`src/rtl/alu_chk_fifo.sv`:
```
`default_nettype none
// ============================================================================
//  Module   : alu_chk_fifo
//  Purpose  : Synchronous FIFO holding expected results in issue order.
//             Pointers carry an extra wrap bit so full and empty are told
//             apart without an occupancy counter.
//  Ports    : clk, rst          - clock, synchronous active-high reset
//             i_push, i_wdata   - write at tail (caller never pushes a full
//                                 FIFO unless it pops in the same cycle)
//             i_pop             - drop head (caller never pops when empty)
//             o_full, o_empty   - occupancy status
//             o_head            - oldest entry
//  Revision : 1.0 - initial release
// ============================================================================
module alu_chk_fifo #(
    parameter int WIDTH = 16,
    parameter int DEPTH = 4
) (
    input  wire logic             clk,
    input  wire logic             rst,
    input  wire logic             i_push,
    input  wire logic             i_pop,
    input  wire logic [WIDTH-1:0] i_wdata,
    output logic                  o_full,
    output logic                  o_empty,
    output logic [WIDTH-1:0]      o_head
);
    localparam int c_AW = $clog2(DEPTH);

    logic [c_AW:0]      r_wr_ptr;
    logic [c_AW:0]      r_rd_ptr;
    logic [WIDTH-1:0]   r_mem [DEPTH];

    always_ff @(posedge clk) begin
        if (rst) begin
            r_wr_ptr <= '0;
            r_rd_ptr <= '0;
        end else begin
            if (i_push) r_wr_ptr <= r_wr_ptr + 1'b1;
            if (i_pop)  r_rd_ptr <= r_rd_ptr + 1'b1;
        end
    end

    // Storage needs no reset: nothing is read until it has been written.
    always_ff @(posedge clk) begin
        if (i_push) r_mem[r_wr_ptr[c_AW-1:0]] <= i_wdata;
    end

    assign o_empty = (r_wr_ptr == r_rd_ptr);
    assign o_full  = (r_wr_ptr[c_AW] != r_rd_ptr[c_AW]) &&
                     (r_wr_ptr[c_AW-1:0] == r_rd_ptr[c_AW-1:0]);
    assign o_head  = r_mem[r_rd_ptr[c_AW-1:0]];

endmodule
`default_nettype wire

```
`config.mk`:
```
export PLATFORM = sky130hd
export DESIGN_NAME = alu_chk_fifo
export DESIGN_NICKNAME = d
export VERILOG_FILES = /design/src/rtl/alu_chk_fifo.sv
export SDC_FILE = /design/constraint.sdc
export NUM_CORES = 1
export LEC_CHECK = 0
export ABC_AREA = 1
export ABC_CLOCK_PERIOD_IN_PS = 1730
export CAP_MARGIN = 20
export CORE_MARGIN = 3
export CORE_UTILIZATION = 40
export DETAILED_ROUTE_END_ITERATION = 7
export PLACE_DENSITY = 0.59
export REMOVE_ABC_BUFFERS = 1
export SLEW_MARGIN = 15
export SYNTH_ARGS = -nofsm -noshare
export SYNTH_HDL_FRONTEND = slang
export SYNTH_SLANG_ARGS = --single-unit
```
`constraint.sdc`:
```
create_clock -name clk -period 1.73 [get_ports clk]
set_clock_uncertainty 0.2 [all_clocks]
set_input_delay 0.173 -clock clk [delete_from_list [all_inputs] [get_ports clk]]
set_output_delay 0.173 -clock clk [all_outputs]
set_load 0.03 [all_outputs]
```
==> impl_metrics.ini <==
[worst_setup_path]
reg2reg_depth = 5
cp_max_fo = 16
cp-start-kind = register
crit_chain = clkbuf_16, o211ai_1, nand2_1, buf_6
max_stage_delay_ps = 380
critPathArrivalTime_ps = 1340
crit_slowest_cell = dfxtp_4
required_ps = 1360
critPathKind = register to output pin
worst_setup_path_end_kind = output pin

[drt]
drt-pass1-iter-count = 4
postRouteWirelength_mm = 5.68
antenna_left = 0
routed_via_density = 4.65
vias = 1814
wl_per_cell_um = 14.6
drc = 0
drt-initial-drc-count = 84

[floorplanning]
die_y_um = 92.2
die_w_um = 92.2
ios = 38
initial_core_util = 0.424
fp.coreArea_um2 = 7020
die_area_um2 = 8510
rows = 30

[sta]
slew_viol_final = 0
period_share = 0.992
setup_viol = 0
fin_crit_ps = 1720
fin_ws_ps = 14.5
hold_violations = 0
rsz0062_at_grt = true
max_slew_margin = 0.853
max_freq_ghz = 0.583
worst_slew_pin_slew_ps = 220

[clock_tree]
cts_sinks = 72
cts_max_path_buffers = 2
clk_pin_slew_worst_paths_ps = 70
cts_buffers = 9
clock_latency_ps = 330
cts_hold_buf = 0
cts-root-buf = clkbuf_8
cts_tree = built
h-tree-depth = 3
cts_setup_buffers = 0

[global_route]
antenna_found_initial = 0
grt_pass1_vias = 1728
grt_pass1_wl_mm = 8.38
grt_max_degree = 65
gr-usage-all-layers = 0.131
overflow = 0

[synth]
synth_compound_area_frac = 0.0942
ys_seq_area_frac = 0.700
synthAdderAreaFrac = 0.0210
ys_warn_count = 0
yosys.area_share.simple = 0.0849
muxShareOfSynthArea = 0
synth_seq_cells = 72
synth.avg_cell_area_um2 = 12.4
synth_top_family_by_area = compound AO/OA/AOI/OAI gates
synth_xor_area_frac = 0.00883
netlist_area_um2 = 2980
syn_inst = 240
yosys.area.top_type_share = 0.646
synth_area_leaders = edfxtp_1 (65%), o211ai_1 (7.8%), nand2_1 (7.4%)
yosys.area.top_type = edfxtp_1
ys_types = 15

[final_layout]
antenna_cells = 0
layout-drive-gt1-share = 0.160
nFillCells = 613
layout.nets = 314
syn2layout_area_growth_pct = 25.4
stdcell_count = 390
multi_input_area_um2 = 622
seq_area_um2 = 2090

[hold_path]
hold_class = input port to register
holdPathStages = 2

[placed_design]
place.gp.congestion = 0.709
dp.cells = 371
pre_cts_ws_ps = 150
portBuffers = 37
dp_hpwl_mm = 3.34

[pwr]
powerDensity_nw_per_um2 = 1010
ir_drop_mv = 0.388
p_leak_nw = 1.48

[run_status]
status = finished clean

[run]
cap_violations = 0
## layout by cell type, fill, tap and decap left out, types with 2 or more instances in the layout
cell type / synthesis / layout
a21oi_1: 4 / 4
buf_12: 0 / 6
buf_4: 0 / 5
buf_6: 9 / 16
clkbuf_16: 0 / 2
clkbuf_8: 0 / 9
clkdlybuf4s50_1: 0 / 19
clkinv_1: 0 / 3
clkinv_2: 0 / 3
dfxtp_1: 8 / 5
dfxtp_2: 0 / 2
edfxtp_1: 64 / 64
ha_1: 5 / 5
inv_1: 43 / 42
nand2_1: 59 / 59
nor2_1: 7 / 7
o211ai_1: 31 / 31
o21ai_0: 3 / 3
xnor2_1: 3 / 3
## routing by layer
layer / global-route usage / vias to the layer above / wire [um]
li1: - / 911 / -
met1: 0.157 / 849 / 2560
met2: 0.214 / 45 / 2730
met3: 0.0394 / 9 / 283
met4: 0.0668 / 0 / 108
met5: 0 / - / 0
## synthesized netlist by cell type
cell and n:
a21oi_1 4, buf_2 1, buf_6 9, dfxtp_1 8, edfxtp_1 64, ha_1 5
inv_1 43, inv_2 1, nand2_1 59, nand3_1 1, nor2_1 7, o211ai_1 31
o211ai_2 1, o21ai_0 3, xnor2_1 3
## cell type report
class	instances	area share
Clock inverter	6	0.00704
Clock buffer	10	0.0342
Sequential cell	72	0.560
Timing Repair Buffer	48	0.155
Multi-Input combinational cell	114	0.167
Inverter	44	0.0450
Tap cell	96	0.0322
## kinds of logic after synthesis
group | Yosys count
adder cells (fa/ha/maj) | 5
flip-flops | 72
buffers and inverters | 54
AO/OA/AOI/OAI | 39
AND/OR/NAND/NOR | 67
XOR/XNOR | 3
## power by group
part           switching [mW]  total, mW  internal (mW)
registers              0.0363       2.01           1.97
logic                   0.392      0.694          0.303
clock network           0.577       1.08          0.499
total                    1.00       3.78           2.77
## per-stage QoR
stage / setup TNS, ps / util / instance area (um^2) / total power [mW] / hold slack [ps]
detailed placement: 0 / 0.492 / 3450 / 2.66 / 310
global placement: 0 / 0.492 / 3450 / 2.65 / 305
finish: 0 / 0.531 / 3730 / 3.78 / 227
floorplan: -6820 / - / 2870 / 2.37 / 45.4
CTS: -255 / 0.520 / 3650 / 3.76 / 215
global route: -506 / 0.531 / 3730 / 3.94 / 216
## final timing paths
path | startpoint | endpoint | slack (ps)
max reg2reg | r_wr_ptr[1]$_SDFFE_PP0P_ | r_mem[1][4]$_DFFE_PP_ | 310
min | rst | r_rd_ptr[0]$_SDFFE_PP0P_ | 230
min reg2reg | r_wr_ptr[2]$_SDFFE_PP0P_ | r_wr_ptr[2]$_SDFFE_PP0P_ | 320
max | register | o_head[6] | 10
## sequential cells by signal (all words and copies together) (netlist names), named ones only
signal	cells
r_mem	64
r_wr_ptr	3
r_rd_ptr	3
## critical path: cells and delay by family (launching register included)
family,cells,cell delay [ps]
and+or+nand+nor,1,110
DFF,1,380
AOI/OAI and AO/OA,1,180
buffers and inverters,2,330
## what timing repair did
| action | 4_1_cts | 5_1_grt |
|---|---|---|
| setup endpoints to repair | 16 | 18 |
| cloned | 0 | 3 |
| pin swaps | 0 | 16 |
| gates resized for setup | 13 | 7 |
(Power assumes the default switching activity.)
